**src/rtl/bcd_cascade_counter.sv**
```systemverilog
// Cascaded modulo-LIMIT digit counter stepped by an internal prescaler; clear > load > step.
// count/tick/carry are registered (1-cycle latency from clear/load); no backpressure, free-running.
module bcd_cascade_counter #(
    parameter int PERIOD  = 50000000,
    parameter int DIGITS  = 2,
    parameter int DIGIT_W = 4,
    parameter int LIMIT   = 10
) (
    input  logic                        CLK_50M,
    input  logic                        RESET,
    input  logic                        en,
    input  logic                        up,
    input  logic                        clear,
    input  logic                        load,
    input  logic [DIGITS*DIGIT_W-1:0]   load_value,
    output logic [DIGITS*DIGIT_W-1:0]   count,
    output logic                        tick,
    output logic                        carry
);

    localparam int                 PW     = (PERIOD > 1) ? $clog2(PERIOD) : 1;
    localparam int                 CW     = DIGITS * DIGIT_W;
    localparam logic [PW-1:0]      P_LAST = PW'(PERIOD - 1);
    localparam logic [DIGIT_W-1:0] D_MAX  = DIGIT_W'(LIMIT - 1);
    // One extra bit so LIMIT == 2**DIGIT_W is representable.
    localparam logic [DIGIT_W:0]   D_LIM  = (DIGIT_W + 1)'(LIMIT);

    logic [PW-1:0] r_p;
    logic [CW-1:0] r_count;
    logic          r_tick;
    logic          r_carry;

    logic          w_step;
    logic          w_wrap;
    logic [CW-1:0] w_next;
    logic [CW-1:0] w_load;

    assign w_step = en && (r_p == P_LAST);

    // w_lower: every digit below i sits at its rollover value for the current direction.
    always_comb begin : next_count
        logic               w_lower;
        logic [DIGIT_W-1:0] w_d;
        w_next  = r_count;
        w_lower = 1'b1;
        w_d     = '0;
        for (int i = 0; i < DIGITS; i++) begin
            w_d = r_count[i*DIGIT_W +: DIGIT_W];
            if (w_lower) begin
                if (up)
                    w_next[i*DIGIT_W +: DIGIT_W] = (w_d == D_MAX) ? '0 : w_d + 1'b1;
                else
                    w_next[i*DIGIT_W +: DIGIT_W] = (w_d == '0) ? D_MAX : w_d - 1'b1;
            end
            w_lower = w_lower && (up ? (w_d == D_MAX) : (w_d == '0));
        end
        w_wrap = w_lower;
    end

    always_comb begin : clamp_load
        logic [DIGIT_W-1:0] w_d;
        w_load = load_value;
        w_d    = '0;
        for (int i = 0; i < DIGITS; i++) begin
            w_d = load_value[i*DIGIT_W +: DIGIT_W];
            if ({1'b0, w_d} >= D_LIM)
                w_load[i*DIGIT_W +: DIGIT_W] = D_MAX;
        end
    end

    always_ff @(posedge CLK_50M or posedge RESET) begin
        if (RESET) begin
            r_p     <= '0;
            r_count <= '0;
            r_tick  <= 1'b0;
            r_carry <= 1'b0;
        end else if (clear) begin
            r_p     <= '0;
            r_count <= '0;
            r_tick  <= 1'b0;
            r_carry <= 1'b0;
        end else if (load) begin
            r_p     <= '0;
            r_count <= w_load;
            r_tick  <= 1'b0;
            r_carry <= 1'b0;
        end else begin
            if (en)
                r_p <= (r_p == P_LAST) ? '0 : r_p + 1'b1;
            if (w_step)
                r_count <= w_next;
            r_tick  <= w_step;
            r_carry <= w_step && w_wrap;
        end
    end

    assign count = r_count;
    assign tick  = r_tick;
    assign carry = r_carry;

endmodule

```
**config.mk**
```make
export PLATFORM = sky130hd
export DESIGN_NAME = bcd_cascade_counter
export DESIGN_NICKNAME = d
export VERILOG_FILES = /design/src/rtl/bcd_cascade_counter.sv
export SDC_FILE = /design/constraint.sdc
export NUM_CORES = 1
export LEC_CHECK = 0
export BUFFER_PORTS_ARGS = -buffer_cell sky130_fd_sc_hd__buf_2
export CAP_MARGIN = 20
export CORE_ASPECT_RATIO = 2
export CORE_UTILIZATION = 53
export DETAILED_ROUTE_END_ITERATION = 10
export PLACE_DENSITY_LB_ADDON = 0.15
export SKIP_LAST_GASP = 1
export SLEW_MARGIN = 40
export SYNTH_ARGS = -nofsm -noshare
export SYNTH_HDL_FRONTEND = slang
export SYNTH_SLANG_ARGS = --single-unit
```
**constraint.sdc**
```tcl
create_clock -name CLK_50M -period 1.8 [get_ports CLK_50M]
set_input_delay 0.27 -clock CLK_50M [delete_from_list [all_inputs] [get_ports CLK_50M]]
set_output_delay 0.27 -clock CLK_50M [all_outputs]
set_load 0.05 [all_outputs]
```
After elaboration in Yosys (flattened, before gate mapping)
Index checks and enable logic that the tools add are counted.
- logic and storage cells: 46
- register bits: 36
- reductions and logical operators: 9
- $add $sub $neg: 5
- equality and inequality tests: 3
- magnitude comparators: 2
- mux-type cells: 22
- operator list (cell ; number):
    2-to-1 mux 26 bit ; 4
    2-to-1 mux 4 bit ; 9
    adder 26 x 1 -> 26 bit (second input constant) ; 1
    == test 26 bit (second input constant) ; 1
    2-to-1 mux 8 bit ; 3
    nonzero test 3 bit ; 3
    adder 4 x 1 -> 4 bit (second input constant) ; 2
    == test 4 bit (second input constant) ; 2
    greater-or-equal comparator 4 bit (second input constant) ; 2
    zero test 4 bit ; 2
    subtractor 4 x 1 -> 4 bit (second input constant) ; 2
    2-to-1 mux 1 bit ; 6
    logical AND 1 bit ; 3
    AND reduction 2 bit ; 1

Logic depth before layout (Yosys ltp)
- depth after elaboration: 7
- gate-level depth with buffers: 7
- depth with buffers taken out: 7

Worst setup path before layout
Ideal clock, no wire load.
- path type: register -> register
- start point: register r_count[0] (netlist: count[0])
- end point: register r_count[6] (netlist: count[6])
- library setup time: 0.136 ns
- required time: 1.664 ns
- buffers on the path: 0
- data arrival time: 2.069 ns
- period minus slack after synthesis: 2.206 ns
- setup slack: -0.406 ns
- stages on the path, launching flop included: 8
- cells stage by stage: dfrtp_1 > inv_1 > ha_1 > or3b_2 > a21oi_1 > a31oi_1 > a221oi_1 > a211oi_1
- word-level cells in the longest chain between the ends: 4
- ends and longest elaborated chain (what ; RTL line ; source):
    start, declared ; 29 ; logic [CW-1:0] r_count;
    start signal, assigned ; 84 ; r_count <= w_load;
    start signal, assigned ; 91 ; r_count <= w_next;
    == test 4 bit / zero test 4 bit (equally long branches) ; 55 ; w_lower = w_lower && (up ? (w_d == D_MAX) : (w_d == '0));
    2-to-1 mux 1 bit (*) ; 55 ;
    nonzero test 3 bit (no line) (*) ; - ;
    AND reduction 2 bit (no line) (*) ; - ;
Mark *: on every way between the ends. The rest lies on a longest branch, timed or not.
A chain may end at the register's enable or synchronous reset.

Final worst setup path
- start point: register r_p[10]
- end point: register r_count[3] (netlist: count[3])
- word-level cells in the longest chain between the ends: 3
- ends and longest elaborated chain (what ; RTL line ; source):
    start, declared ; 28 ; logic [PW-1:0] r_p;
    start signal, assigned ; 89 ; r_p <= (r_p == P_LAST) ? '0 : r_p + 1'b1;
    == test 26 bit ; 38 ; assign w_step = en && (r_p == P_LAST);
    logical AND 1 bit ; 38 ;
    nonzero test 3 bit (no line) ; - ;
No other way between the ends.

==> reports/metrics.cfg <==
[status]
outcome=finished with violations
violations=negative setup slack

[power_and_ir_drop]
p_int_w=0.001373
p_leak_nw=1.557
p_comb_frac=0.236
p_clk_frac=0.329
sw_frac_of_total=0.3008
ir_worst_vdd_mv=0.5854
p_total_w=0.001963
switchingPower_w=0.0005906
power_density_nw_per_um2=551.6
seqPwrFrac=0.435

[critical_path]
end_kind=register
worstSetupPathType=register to register
cp-start-kind=register
cp.required_ns=1.97
rr_startpoint=r_p[10]
path_max_fanout=3
worstPathArrival_ns=2.07
crit_start=r_p[10]

[die]
fp.dieW_um=50.08
die_h_um=98.15
num_io_pins=24
rows=34
core_area_um2=4382
die-area_um2=4915
start_util=0.5591

[placed_design]
dpl-instance-area_um2=3060
routabilityCongestion=0.9734
dp_hpwl_um=5480
placedCellCount=407
port_buffers=23

[clock_network]
clk_pin_slew_worst_paths_ns=0.07
root_buffer=clkbuf_8
cts_buffer_depth=2
cts_hold_buf=0
cts_buffers=5
ctsHtreeMaxLevel=2
clk_latency_ns=0.29
cts_tree=yes
clkSinkCount=36

[logic_synthesis]
synthArstFlopShare=1.000
syn_area_per_cell_um2=8.448
synth.ff_latch_count=36
ys_warn_count=0
netlist_area_um2=2450
syn_nets=313
synth-edff-count=0
synth_area_leaders=dfrtp_1 37%, xor2_1 6.8%, nor2_1 6.4%
synth.largest_area_cell=dfrtp_1
synth_top_area_share=0.3677
yosys-top-cells-count=42 x nor2_1, 36 x dfrtp_1, 22 x nand2_1, 21 x nand3_1, 19 x xor2_1
synth_seq_area_share=0.3677
synthCells=290
ys_types=53
synth_ff_type=dfrtp_1
yosysMostFrequentCell=nor2_1

[drt]
via_count=2654
routed.top_layer=met4
wire_per_inst_um=19.00
wirelength_met1_um=2682
drc=0
drt_iter0_drc=84
avgViaCountPerCell=6.172
wl_met3_um=308
dr.pass1.iters=6
final_antenna_net_count=0
drt-total-wl_um=8170
dr_wl_met2_um=4681

[finish]
final_util=0.8124
syn_to_final_growth_pct=45.30
nets=398
nFillCells=297
n_antenna_cell=0
stdcell_count=430
fin_area_um2=3560
drive_above_1_share=0.4096

[sta]
setup_viol=27
rsz0062_at_grt=yes
fin_crit_sh=1.055
worst_slack_ns=-0.09916
slew_violations=0
hold_viol_final=0
slew_headroom=0.6902
period_minus_slack_ns=1.899
skew_ns=0.008377
max_freq_mhz=526.5
worst_pin_slew_ns=0.4605

[global_routing]
grt_max_degree=37
grt.overflow.total=0
grt_pass1_vias=2566
grt_first_pass_wirelength_um=12060
grtUsageTotal=0.3265
antenna_found_initial=0

[flow_run]
max-cap-violations=0

[worst_hold_path]
hold_class=input pin to async pin

[power groups by stage]
stage | sequential [W] | combinational (W) | clock [W]
2_1_floorplan | 0.000917 | 0.000204 | 0
3_3_place_gp | 0.000869 | 0.000389 | 0
3_5_place_dp | 0.000870 | 0.000399 | 0
4_1_cts | 0.000854 | 0.000423 | 0.000653
5_1_grt | 0.000857 | 0.000495 | 0.000685
6_report | 0.000855 | 0.000463 | 0.000646
[layer usage]
| metal | track usage | vias up |
|---|---|---|
| met3 | 0.03583 | 45 |
| li1 | - | 1211 |
| met5 | 0 | - |
| met4 | 0.1692 | 0 |
| met2 | 0.6236 | 116 |
| met1 | 0.3244 | 1282 |
[cell families (layout without fill, tap and decap cells)]
family	Yosys count	count (layout)	synth area share
compound gates	46	46	0.1226
flops	36	36	0.3677
xor+xnor	21	21	0.07508
simple gates	148	148	0.3213
fa+ha+maj	9	9	0.04597
buf+inv	25	111	0.04086
mux	5	5	0.02656
[worst paths after layout]
kind / slack (ns) / cells past startpoint / to
worst max register to register: -0.1 / 9 / count[3]
worst min register to register: 0.60 / 2 / r_p[23]
min in group CLK_50M: 0.26 / 3 / count[2]
max in group asynchronous: 1.57 / 3 / count[0]
worst max-delay path: -0.1 / 9 / count[3]
worst min-delay path: 0.02 / 3 / r_p[7]
[placed cells by master (no fill, tap or decap), drive strengths merged, types with 6 or more instances in the layout]
master and instances:
a21oi 13, dfrtp 36, inv 13, nor2 42
nand4 11, nand3 21, nand2 22, and3 6
o21ai 8, nor4 6, buf 88, ha 9
xor2 19, clkbuf 10, nand2b 6, a31oi 6
nor3 11
[per-stage QoR]
step           hold WS [ns]  TNS [ns]  worst slack, ns
6_report            0.01616   -0.9457         -0.09916
2_1_floorplan        0.4085   -0.2866         -0.09904
4_1_cts             0.02511   -0.2267         -0.06024
5_1_grt             0.04301    -2.777          -0.1999
3_3_place_gp         0.3290   -0.7695          -0.1347
3_5_place_dp         0.3350    -1.497          -0.1563
[area by class of cell]
class | count | area [µm²] | area share
multi-input cells | 229 | 1730 | 0.4861
well taps | 54 | 67.56 | 0.01898
inverters | 13 | 53.80 | 0.01511
clock buffers | 8 | 100.1 | 0.02812
repair buffers | 90 | 698.2 | 0.1961
flip-flops and latches | 36 | 909.6 | 0.2555
[critical path, stage by stage, from the launching register on]
cell and delay, ns:
dfrtp_1 0.42, buf_4 0.15, buf_6 0.11, buf_4 0.13
nor3_1 0.15, nand3_1 0.13, nor4_1 0.28, buf_4 0.19
a311o_1 0.17, a21oi_2 0.05
[registers in the layout (all words and copies together), names as in the netlist]
name,count
carry,1
count,8
r_p,26
tick,1
[timing repair]
| item | CTS | global route |
|---|---|---|
| buffers inserted | 3 | 11 |
| hold endpoints to repair | 0 | 0 |
| endpoints found under the setup margin | 26 | 30 |
| gates cloned | 0 | 2 |
| resized for setup | 11 | 47 |
| pin swaps | 3 | 20 |
No activity file was read; power rests on OpenSTA's default activity.
